==> src/rtl/fifo_rd_pkg.sv <==
// fifo_rd_pkg: shared defaults, packer state encoding and count-width helper
package fifo_rd_pkg;
  localparam int DATA_W_DEF = 4;
  localparam int PACK_DEF = 4;
  typedef enum logic [1:0] {IDLE, FILL, FULL} state_t;
  function automatic int cnt_w(input int n);
    return $clog2(n + 1);
  endfunction
endpackage

==> src/rtl/fifo_rd_outreg.sv <==
// fifo_rd_outreg: output holding register, stable while valid && !ready
module fifo_rd_outreg #(
  parameter int OUT_W = 16,
  parameter int NW_W = 3
) (
  input  logic             clk,
  input  logic             reset,
  input  logic             load,
  input  logic [OUT_W-1:0] load_data,
  input  logic [NW_W-1:0]  load_nwords,
  input  logic             out_ready,
  output logic [OUT_W-1:0] out_data,
  output logic             out_valid,
  output logic [NW_W-1:0]  out_nwords,
  output logic             can_load
);
  assign can_load = !out_valid || out_ready;
  always_ff @(posedge clk)
    if (!reset) begin
      out_data <= '0;
      out_valid <= 1'b0;
      out_nwords <= '0;
    end else if (load) begin
      out_data <= load_data;
      out_valid <= 1'b1;
      out_nwords <= load_nwords;
    end else if (out_ready) out_valid <= 1'b0;
endmodule

==> src/rtl/fifo_rd_packer.sv <==
// fifo_rd_packer: packs PACK FIFO words per output word; define FIFO_RD_FLUSH_EN to flush idle partial words
module fifo_rd_packer
  import fifo_rd_pkg::*;
#(
  parameter int DATA_W = DATA_W_DEF,
  parameter int PACK = PACK_DEF,
  parameter int FLUSH_CYCLES = 8
) (
  input  logic                           rclk,
  input  logic                           reset,
  input  logic                           fifo_empty,
  output logic                           fifo_rd_en,
  input  logic [DATA_W-1:0]              fifo_data,
  output logic [DATA_W*PACK-1:0]         out_data,
  output logic                           out_valid,
  input  logic                           out_ready,
  output logic [cnt_w(PACK)-1:0]         out_nwords,
  output logic                           busy
);
  localparam int OUT_W = DATA_W * PACK;
  localparam int CW = cnt_w(PACK);
  localparam logic [CW-1:0] PACK_C = CW'(PACK);
  state_t state, state_nx;
  logic [CW-1:0] cnt, cnt_nx, base_cnt;
  logic inflight, can_load, flush_rdy, xfer;
  logic [OUT_W-1:0] pack, pack_nx;
  always_comb begin
    fifo_rd_en = reset && !fifo_empty && (int'(cnt) + int'(inflight)) < PACK;
    xfer = can_load && (state == FULL || flush_rdy);
    base_cnt = xfer ? '0 : cnt;
    pack_nx = xfer ? '0 : pack;
    if (inflight) pack_nx[int'(base_cnt)*DATA_W +: DATA_W] = fifo_data;
    cnt_nx = base_cnt + CW'(inflight);
    state_nx = cnt_nx == PACK_C ? FULL : (cnt_nx == '0 && !fifo_rd_en) ? IDLE : FILL;
  end
  always_ff @(posedge rclk)
    if (!reset) begin
      state <= IDLE;
      cnt <= '0;
      inflight <= 1'b0;
      pack <= '0;
    end else begin
      state <= state_nx;
      cnt <= cnt_nx;
      inflight <= fifo_rd_en;
      pack <= pack_nx;
    end
`ifdef FIFO_RD_FLUSH_EN
  localparam int FW = $clog2(FLUSH_CYCLES + 1);
  logic [FW-1:0] fl_cnt;
  assign flush_rdy = fl_cnt == FW'(FLUSH_CYCLES);
  // starved partial word: FILL with nothing in flight means 0 < cnt < PACK
  always_ff @(posedge rclk)
    if (!reset || inflight || xfer) fl_cnt <= '0;
    else if (state == FILL && fifo_empty && !flush_rdy) fl_cnt <= fl_cnt + FW'(1);
`else
  assign flush_rdy = 1'b0;
`endif
  assign busy = state != IDLE || out_valid;
  fifo_rd_outreg #(.OUT_W(OUT_W), .NW_W(CW)) u_outreg (
    .clk(rclk),
    .reset(reset),
    .load(xfer),
    .load_data(pack),
    .load_nwords(cnt),
    .out_ready(out_ready),
    .out_data(out_data),
    .out_valid(out_valid),
    .out_nwords(out_nwords),
    .can_load(can_load)
  );
endmodule

==> config.mk <==
export PLATFORM = sky130hd
export DESIGN_NAME = fifo_rd_packer
export DESIGN_NICKNAME = d
export VERILOG_FILES = /design/src/rtl/fifo_rd_pkg.sv /design/src/rtl/fifo_rd_outreg.sv /design/src/rtl/fifo_rd_packer.sv
export SDC_FILE = /design/constraint.sdc
export NUM_CORES = 1
export LEC_CHECK = 0
export CORE_MARGIN = 2
export CORE_UTILIZATION = 51
export DETAILED_ROUTE_END_ITERATION = 7
export MAX_ROUTING_LAYER = met4
export PLACE_DENSITY = 0.77
export SYNTH_ARGS = -nofsm -noshare
export SYNTH_HDL_FRONTEND = slang
export SYNTH_HIERARCHICAL = 1
export SYNTH_SLANG_ARGS = --single-unit
==> constraint.sdc <==
create_clock -name rclk -period 2.8 [get_ports rclk]
set_input_delay 0.42 -clock rclk [delete_from_list [all_inputs] [get_ports rclk]]
set_output_delay 0.42 -clock rclk [all_outputs]
set_load 0.005 [all_outputs]
==> out/metrics.yaml, run 1 <==
crit_fanout: 3
firstDrtPassIters: 4
worst_pin_slew_ps: 458
synth_common_cells: "dfxtp_1, mux2i_1, nand2_1"
dp_hpwl_mm: 2.42
layout.nets: 211
finalSetupTns_ps: 0
grt_overflow: 0
clkTransAtPathRegs_ps: 110
setup_viol: 0
netlist_instances: 167
grt_max_degree: 38
power_leakage_nw: 0.748
synth_nets: 178
wl_mm: 3.29
synthArstFlopShare_pct: 0
gp_routability_congestion: 0.855
maxSlewHeadroom_pct: 69.3
cts_setup_buffers: 0
p_total_mw: 1.04
critPathKind: "input port to primary output"
slew_violations: 0
powerDensity_nw_per_um2: 490
dp_cells: 239
ys_warn_count: 6
start_kind: "input port"
fillers: 263
grt_pass1_wl_mm: 5.75
avgSynthCellArea_sq_um: 10.3
port_buffers: 29
syn_to_final_growth_pct: 23.8
antenna_found_initial: 0
cts_tree: "yes"
holdBufCountCts: 0
period_share_pct: 81.7
cts-resized-gates: 0
cp-end-kind: "primary output"
row_count: 21
grt_usage_pct: 19.2
hold_class: "flop to flop"
cts-root-buf: "clkbuf_4"
postLayoutCoreUtil_pct: 64.9
clock_sinks: 42
initial_utilization_pct: 52.4
period_minus_slack_ps: 2290
drc: 0
dpl_cell_area_sq_um: 2050
skew_ps: 4.94
ios: 30
cp.required_ps: 2380
status: "completed"
maxCapViolations: 0
synth-seq-cells: 42
detail_route.iter0.violations: 25
synth_edf_count: 0
synth_top_flop_cell: "dfxtp_1"
core_area_sq_um: 3280
drt-wirelength-per-cell_um: 13.3
synth.most_common_cell: "dfxtp_1"
ir_drop_mv: 0.335
cts_max_level: 2
fp.dieW_um: 62.1
cts_inserted_buffers: 5
dieArea_sq_um: 3860
fmax_mhz: 437
synth.distinct_cells: 29
clock_latency_ps: 350
viasPerCell: 4.99
synth_top_cell_by_area: "dfxtp_1"
pre_cts_ws_ps: 166
post_synth_instance_area_sq_um: 1720
rsz0062_at_grt: "false"
layout.cells.non_filler: 247
yosys-top-cells-area: "dfxtp_1, mux2i_1, nor2b_1"
die_h_um: 62.1
drive_gt1_share_pct: 8.96
max-clock-path-buffers: 2
hold_ws_ps: 475
finalHoldViolCount: 0
yosysTopAreaCellShare_pct: 48.8
ant_nets: 0
first_global_vias: 1306
dr_total_vias: 1232
final_cell_area_sq_um: 2130
yosysSeqAreaShare_pct: 48.8
final.setup.worst_slack_ps: 514
antenna_cells: 0
crit_arrival_ps: 1870
-- logic make-up (layout without fill, tap and decap cells) --
family / count (synthesis) / in the layout / share of synthesized area [%]
multiplexers: 31 / 31 / 18.0
adder cells (fa/ha/maj): 3 / 3 / 2.18
AND/OR/NAND/NOR: 68 / 68 / 22.1
AO/OA/AOI/OAI: 8 / 8 / 3.12
XOR/XNOR: 2 / 2 / 1.45
buffers and inverters: 13 / 47 / 4.29
flip-flops: 42 / 42 / 48.8
-- area by class of cell --
type | count | area, sq um | area share [%]
multi-input cells | 112 | 807 | 37.9
flip-flops and latches | 42 | 841 | 39.5
repair buffers | 34 | 328 | 15.4
inverters | 5 | 18.8 | 0.881
clock buffers | 8 | 78.8 | 3.70
well taps | 46 | 57.6 | 2.70
-- placed cells by master (no fill, tap or decap), drive strengths merged --
cell	Yosys	layout
dfxtp	42	42
buf	5	5
clkbuf	3	8
nand3	5	5
nor2b	19	19
nand2	25	25
ha	3	3
nor4	2	2
nand2b	2	2
inv	5	5
and2	4	4
nor3	2	2
o41ai	1	1
o22ai	4	4
or3	1	1
and3	2	2
xnor2	2	2
mux2i	31	31
o21bai	1	1
nand3b	2	2
o21ai	1	1
nor4b	1	1
a21boi	1	1
nor2	3	3
clkdlybuf4s50	0	29
-- layer usage --
| layer | GRT usage [%] | routed length (um) | vias to the layer above |
|---|---|---|---|
| met4 | 7.78 | 64 | 0 |
| li1 | - | - | 626 |
| met3 | 3.26 | 110 | 6 |
| met2 | 32.3 | 1590 | 24 |
| met5 | - | 0 | - |
| met1 | 22.9 | 1530 | 576 |
-- state kept, by name, summed over array words and instances, names as in the netlist --
signal and count:
pack 16, cnt 3, u_outreg/out_data 16, u_outreg/out_nwords 3, u_outreg/out_valid 1, inflight 1, state 2
-- critical path, cell delays in order --
cell,delay (ps)
clkdlybuf4s50_1,470
inv_1,60
nor4_1,350
clkdlybuf4s50_1,570
-- final timing paths --
| kind | startpoint | endpoint | slack (ps) | cells after the start |
|---|---|---|---|---|
| setup / recovery | reset | fifo_rd_en | 510 | 4 |
| hold / removal | pack[14]$_SDFF_PN0_ | pack[14]$_SDFF_PN0_ | 470 | 2 |
| setup reg to reg | u_outreg/out_valid$_SDFFE_PN0P_ | pack[8]$_SDFF_PN0_ | 740 | 8 |
| hold reg to reg | pack[14]$_SDFF_PN0_ | pack[14]$_SDFF_PN0_ | 470 | 2 |
-- report_power, final --
group,switching (mW),internal (mW),total [mW]
Sequential,0.00839,0.605,0.614
Combinational,0.0376,0.0383,0.0759
Clock,0.183,0.172,0.355
(Power assumes the default switching activity.)
==> inputs of run 2 (changes only) <==
--- a/config.mk
+++ b/config.mk
@@ -6,10 +6,10 @@
 export NUM_CORES = 1
 export LEC_CHECK = 0
 export CORE_MARGIN = 2
-export CORE_UTILIZATION = 51
+export CORE_UTILIZATION = 46
 export DETAILED_ROUTE_END_ITERATION = 7
 export MAX_ROUTING_LAYER = met4
-export PLACE_DENSITY = 0.77
+export PLACE_DENSITY = 0.74
 export SYNTH_ARGS = -nofsm -noshare
 export SYNTH_HDL_FRONTEND = slang
 export SYNTH_HIERARCHICAL = 1
==> constraint.sdc (replaced) <==
create_clock -name rclk -period 1.88 [get_ports rclk]
set_input_delay 0.282 -clock rclk [delete_from_list [all_inputs] [get_ports rclk]]
set_output_delay 0.282 -clock rclk [all_outputs]
set_load 0.005 [all_outputs]
==> out/metrics.yaml, run 2 (synthesis results as in run 1) <==
status: "completed"
power_leakage_nw: 0.843  # +13%
setup_viol: 0  # unchanged
cts_inserted_buffers: 5  # unchanged
slew_violations: 0  # unchanged
dr_total_vias: 1303  # +5.8%
grt_max_degree: 38  # unchanged
grt_pass1_wl_mm: 6.27  # +9.1%
clock_latency_ps: 290  # -60 ps
slowest_delay_ps: 360  # -210 ps
reg2reg_depth: 9  # +1
fillers: 318  # +21%
cp-startpoint: "u_outreg/out_valid$_SDFFE_PN0P_"
drive_gt1_share_pct: 17.4  # +8.4 points
maxCapViolations: 0  # unchanged
clock_sinks: 42  # unchanged
critPathKind: "flop to flop"
worst_pin_slew_ps: 448  # -10.3 ps
final_cell_mix: "dfxtp_1, mux2i_1, clkdlybuf4s50_1, nand2_1, nor2b_1"
drt-wirelength-per-cell_um: 14.2  # +6.8%
first_global_vias: 1343  # +2.8%
max-clock-path-buffers: 2  # unchanged
ant_nets: 0  # unchanged
crit_arrival_ps: 2000  # +130 ps
grt_usage_pct: 20.2  # +1.1 points
fmax_mhz: 558
dieArea_sq_um: 4250  # +10%
crit_fanout: 4  # +1
critical-path-top-delay-family: "simple AND/OR/NAND/NOR gates"
cp.required_ps: 2090  # -290 ps
hold_class: "input port to flop"
period_share_pct: 95.3
antenna_found_initial: 0  # unchanged
cp_slowest_cell: "dfxtp_2"
firstDrtPassIters: 4  # unchanged
final-seq-area_sq_um: 843  # +0.30%
initial_utilization_pct: 47.4  # -5.0 points
cts_tree: "yes"
start_kind: "flop"
r2r-start: "u_outreg/out_valid$_SDFFE_PN0P_"
fp.dieW_um: 65.2  # +5.0%
cp-end-kind: "flop"
critical_path_cell_count: 9  # +5
detail_route.iter0.violations: 53  # +110%
path_buf_inv: 1  # -2
final_common_cell: "dfxtp_1"
grt_overflow: 0  # unchanged
final.setup.worst_slack_ps: 87.7  # -426 ps
holdBufCountCts: 0  # unchanged
port_buffers: 29  # unchanged
crit_chain: "nand2b_4, nand3b_4, nand2_4, ha_4, xnor2_4, nand3_2, nor4b_4, buf_4, mux2i_1"
top_regs: "pack (16), u_outreg/out_data (16)"
gp_routability_congestion: 0.821  # -4.0%
finalHoldViolCount: 0  # unchanged
core_area_sq_um: 3630  # +11%
ir_drop_mv: 0.409  # +22%
drc: 0  # unchanged
rsz0062_at_grt: "false"
viasPerCell: 4.99  # about the same
wl_mm: 3.72  # +13%
finalSetupTns_ps: 0  # unchanged
maxSlewHeadroom_pct: 70.1  # +0.86 points
ios: 30  # unchanged
pre_cts_ws_ps: -397  # -563 ps
row_count: 22  # +4.8%
hold_ws_ps: 450  # -24.3 ps
antenna_cells: 0  # unchanged
die_h_um: 65.2  # +5.0%
multi_input_area_sq_um: 885  # +9.6%
powerDensity_nw_per_um2: 711  # +45%
min_path_cells: 4  # +2
min_from: "out_ready"
layout.nets: 223  # +5.7%
period_minus_slack_ps: 1790
cts_max_level: 2  # unchanged
clkTransAtPathRegs_ps: 70  # -40 ps
skew_ps: 6.84  # +1.91 ps
cts-root-buf: "clkbuf_8"
syn_to_final_growth_pct: 34.6
dp_hpwl_mm: 2.54  # +5.0%
==> run 2: tightest hold or removal path: stages <==
cell and delay [ps]:
dlymetal6s2s_1 80, nand2b_4 130, buf_4 100, a21boi_0 90
==> run 2: layout make-up <==
| class | instances | area share [%] |
|---|---|---|
| clock buffer | 7 | 3.73 |
| multi-input combinational | 112 | 38.2 |
| inverter | 5 | 0.810 |
| sequential | 42 | 36.4 |
| tap | 48 | 2.59 |
| clock inverter | 1 | 0.216 |
| timing repair buffer | 46 | 18.1 |
==> run 2: timing repair <==
action / in CTS / in global routing
gates cloned: 0 / 0
setup buffers: 1 / 2
pin swaps: 2 / 6
endpoints found under the setup margin: 8 / 11
resized for setup: 9 / 6
==> run 2: per-stage QoR <==
stage	total power, mW	instance area [sq um]	std cells	utilization, %
global placement	1.05	2130	250	58.6
floorplan	1.00	1730	167	-
CTS	1.65	2280	259	62.6
detailed placement	1.06	2130	250	58.6
finish	1.65	2320	261	63.8
global route	1.72	2320	261	63.8
==> run 2: path summary, 6_finish.rpt <==
check / end / slack [ps]
hold / removal: u_outreg/out_valid$_SDFFE_PN0P_ / 450
setup / recovery: pack[11]$_SDFF_PN0_ / 90
hold reg to reg: pack[6]$_SDFF_PN0_ / 470
setup reg to reg: pack[11]$_SDFF_PN0_ / 90
==> run 2: layer usage <==
layer  track usage [%]  wire length, um
met4              7.03               46
met3              5.65              112
met1              22.8             1660
met2              34.6             1900
met5                 -                0
==> run 2: power breakdown <==
| part | total [mW] | internal [mW] | switching (mW) |
|---|---|---|---|
| registers | 0.914 | 0.901 | 0.0129 |
| clock network | 0.585 | 0.296 | 0.289 |
| logic | 0.149 | 0.0807 | 0.0681 |
| total | 1.65 | 1.28 | 0.370 |
==> inputs of run 3 (changes only) <==
--- a/config.mk
+++ b/config.mk
@@ -5,11 +5,13 @@
 export SDC_FILE = /design/constraint.sdc
 export NUM_CORES = 1
 export LEC_CHECK = 0
+export CELL_PAD_IN_SITES_DETAIL_PLACEMENT = 0
+export CELL_PAD_IN_SITES_GLOBAL_PLACEMENT = 1
 export CORE_MARGIN = 2
-export CORE_UTILIZATION = 46
+export CORE_UTILIZATION = 36
 export DETAILED_ROUTE_END_ITERATION = 7
 export MAX_ROUTING_LAYER = met4
-export PLACE_DENSITY = 0.74
+export PLACE_DENSITY = 0.75
 export SYNTH_ARGS = -nofsm -noshare
 export SYNTH_HDL_FRONTEND = slang
 export SYNTH_HIERARCHICAL = 1
==> out/metrics.yaml, run 3 (synthesis results as in run 1) <==
max-clock-path-buffers: 2  # unchanged
syn_to_final_growth_pct: 38.0
top_regs: "pack (16), u_outreg/out_data (16)"
drt-wirelength-per-cell_um: 13.4  # -5.8%
slew_violations: 0  # unchanged
holdBufCountCts: 0  # unchanged
start_kind: "input port"
wl_mm: 3.61  # -2.9%
grt_max_degree: 38  # unchanged
layout.nets: 226  # +1.3%
viasPerCell: 4.90  # -1.9%
gp_routability_congestion: 0.751  # -8.5%
path_buf_inv: 3  # +2
top_layer_used: "met4"
reg2reg_depth: 9  # unchanged
skew_ps: 6.10  # -0.739 ps
powerDensity_nw_per_um2: 747  # +5.1%
first_global_vias: 1323  # -1.5%
dpl_cell_area_sq_um: 2160  # +1.6%
clock_latency_ps: 290  # about the same
ant_nets: 0  # unchanged
critPathKind: "input port to primary output"
clock_sinks: 42  # unchanged
cp-end-kind: "primary output"
crit_fanout: 3  # -1
power_leakage_nw: 0.858  # +1.8%
slowest_delay_ps: 510  # +150 ps
core_area_sq_um: 4660  # +28%
drc: 0  # unchanged
clkTransAtPathRegs_ps: 80  # about the same
cts_inserted_buffers: 5  # unchanged
dr_total_vias: 1317  # +1.1%
period_minus_slack_ps: 1740  # -54.8 ps
firstDrtPassIters: 4  # unchanged
fillers: 414  # +30%
grt_pass1_wl_mm: 6.02  # -4.1%
hold_ws_ps: 452  # +1.71 ps
crit_arrival_ps: 1460  # -540 ps
finalHoldViolCount: 0  # unchanged
cts-root-buf: "clkbuf_8"
critical_path_cell_count: 4  # -5
drive_gt1_share_pct: 18.1  # +0.77 points
worst_pin_slew_ps: 311  # -137 ps
die_h_um: 73.2  # +12%
critical-path-top-delay-family: "buffers and inverters"
grt_overflow: 0  # unchanged
ios: 30  # unchanged
met1Wirelength_mm: 1.69  # +1.6%
setup_viol: 0  # unchanged
period_share_pct: 92.4  # -2.9 points
crit_chain: "clkdlybuf4s50_1, inv_1, nor4_4, dlygate4sd2_1"
initial_utilization_pct: 36.9  # -10 points
cp.required_ps: 1600  # -490 ps
fp.dieW_um: 73.2  # +12%
dieArea_sq_um: 5350  # +26%
dp_hpwl_mm: 2.60  # +2.2%
route.met2.wl_mm: 1.73  # -8.7%
fmax_mhz: 576  # +3.2%
cp_slowest_cell: "clkdlybuf4s50_1"
maxCapViolations: 0  # unchanged
ir_drop_mv: 0.413  # +0.98%
row_count: 25  # +14%
cts_max_level: 2  # unchanged
final_cell_mix: "dfxtp_1, mux2i_1, clkdlybuf4s50_1, nand2_1"
status: "completed"
routed-wl-met3_um: 140  # +25%
min_path_cells: 3  # -1
antenna_found_initial: 0  # unchanged
port_buffers: 29  # unchanged
antenna_cells: 0  # unchanged
detail_route.iter0.violations: 49  # -7.5%
postLayoutCoreUtil_pct: 51.0  # -13 points
final_cell_area_sq_um: 2380  # +2.5%
maxSlewHeadroom_pct: 79.3  # +9.1 points
grt_usage_pct: 15.2  # -5.0 points
rsz0062_at_grt: "false"
final_common_cell: "dfxtp_1"
cts_tree: "yes"
hold_class: "input port to flop"
run 3: cell count changes in the layout (fill, tap and decap cells not counted), sizes merged:
cell	previous run	this run
bufinv	0	1
clkinv	1	0
dlygate4sd2	1	2
buf	17	20
clkbuf	7	6
dlymetal6s2s	1	0
run 3: path summary, 6_finish.rpt:
path | start | slack (ps) | endpoint
setup reg to reg | u_outreg/out_valid$_SDFFE_PN0P_ | 160 | pack[11]$_SDFF_PN0_
hold reg to reg | pack[6]$_SDFF_PN0_ | 460 | pack[6]$_SDFF_PN0_
hold / removal | out_ready | 450 | u_outreg/out_valid$_SDFFE_PN0P_
setup / recovery | reset | 140 | fifo_rd_en
run 3: cell type report:
| type | instances | area, sq um | area share [%] |
|---|---|---|---|
| inverters | 5 | 18.8 | 0.790 |
| clock buffers | 6 | 82.6 | 3.48 |
| repair buffers | 49 | 450 | 19.0 |
| flip-flops and latches | 42 | 842 | 35.4 |
| multi-input cells | 112 | 885 | 37.2 |
| well taps | 54 | 67.6 | 2.84 |
| clock inverters | 1 | 30.0 | 1.26 |
run 3: metrics by stage:
step | power, mW | instances | TNS, ps | setup WS (ps)
2_1_floorplan | 1.00 | 167 | 0 | 8.93
3_3_place_gp | 1.06 | 258 | -4810 | -310
3_5_place_dp | 1.06 | 258 | -6090 | -423
4_1_cts | 1.79 | 269 | 0 | 13.6
5_1_grt | 1.85 | 269 | 0 | 47.9
6_report | 1.78 | 269 | 0 | 142
run 3: tightest hold or removal path: stages:
cell,delay [ps]
dlygate4sd2_1,190
nand2b_4,130
a21boi_0,90
run 3: power breakdown:
part           internal [mW]  leakage, nW  total [mW]  switching (mW)
Clock                  0.425       0.0573       0.713           0.288
Combinational         0.0810        0.461       0.151          0.0699
Sequential             0.901        0.340       0.911          0.0104
run 3: repair_timing:
| action | CTS | global route |
|---|---|---|
| gates resized for setup | 12 | 2 |
| setup buffers | 4 | 0 |
| endpoints found under the setup margin | 10 | 8 |
| pin swaps | 6 | 3 |
run 3: layer usage:
layer	GRT usage, %	vias up
met4	6.58	0
met2	23.3	31
li1	-	657
met3	3.31	7
met1	19.1	622
met5	-	-
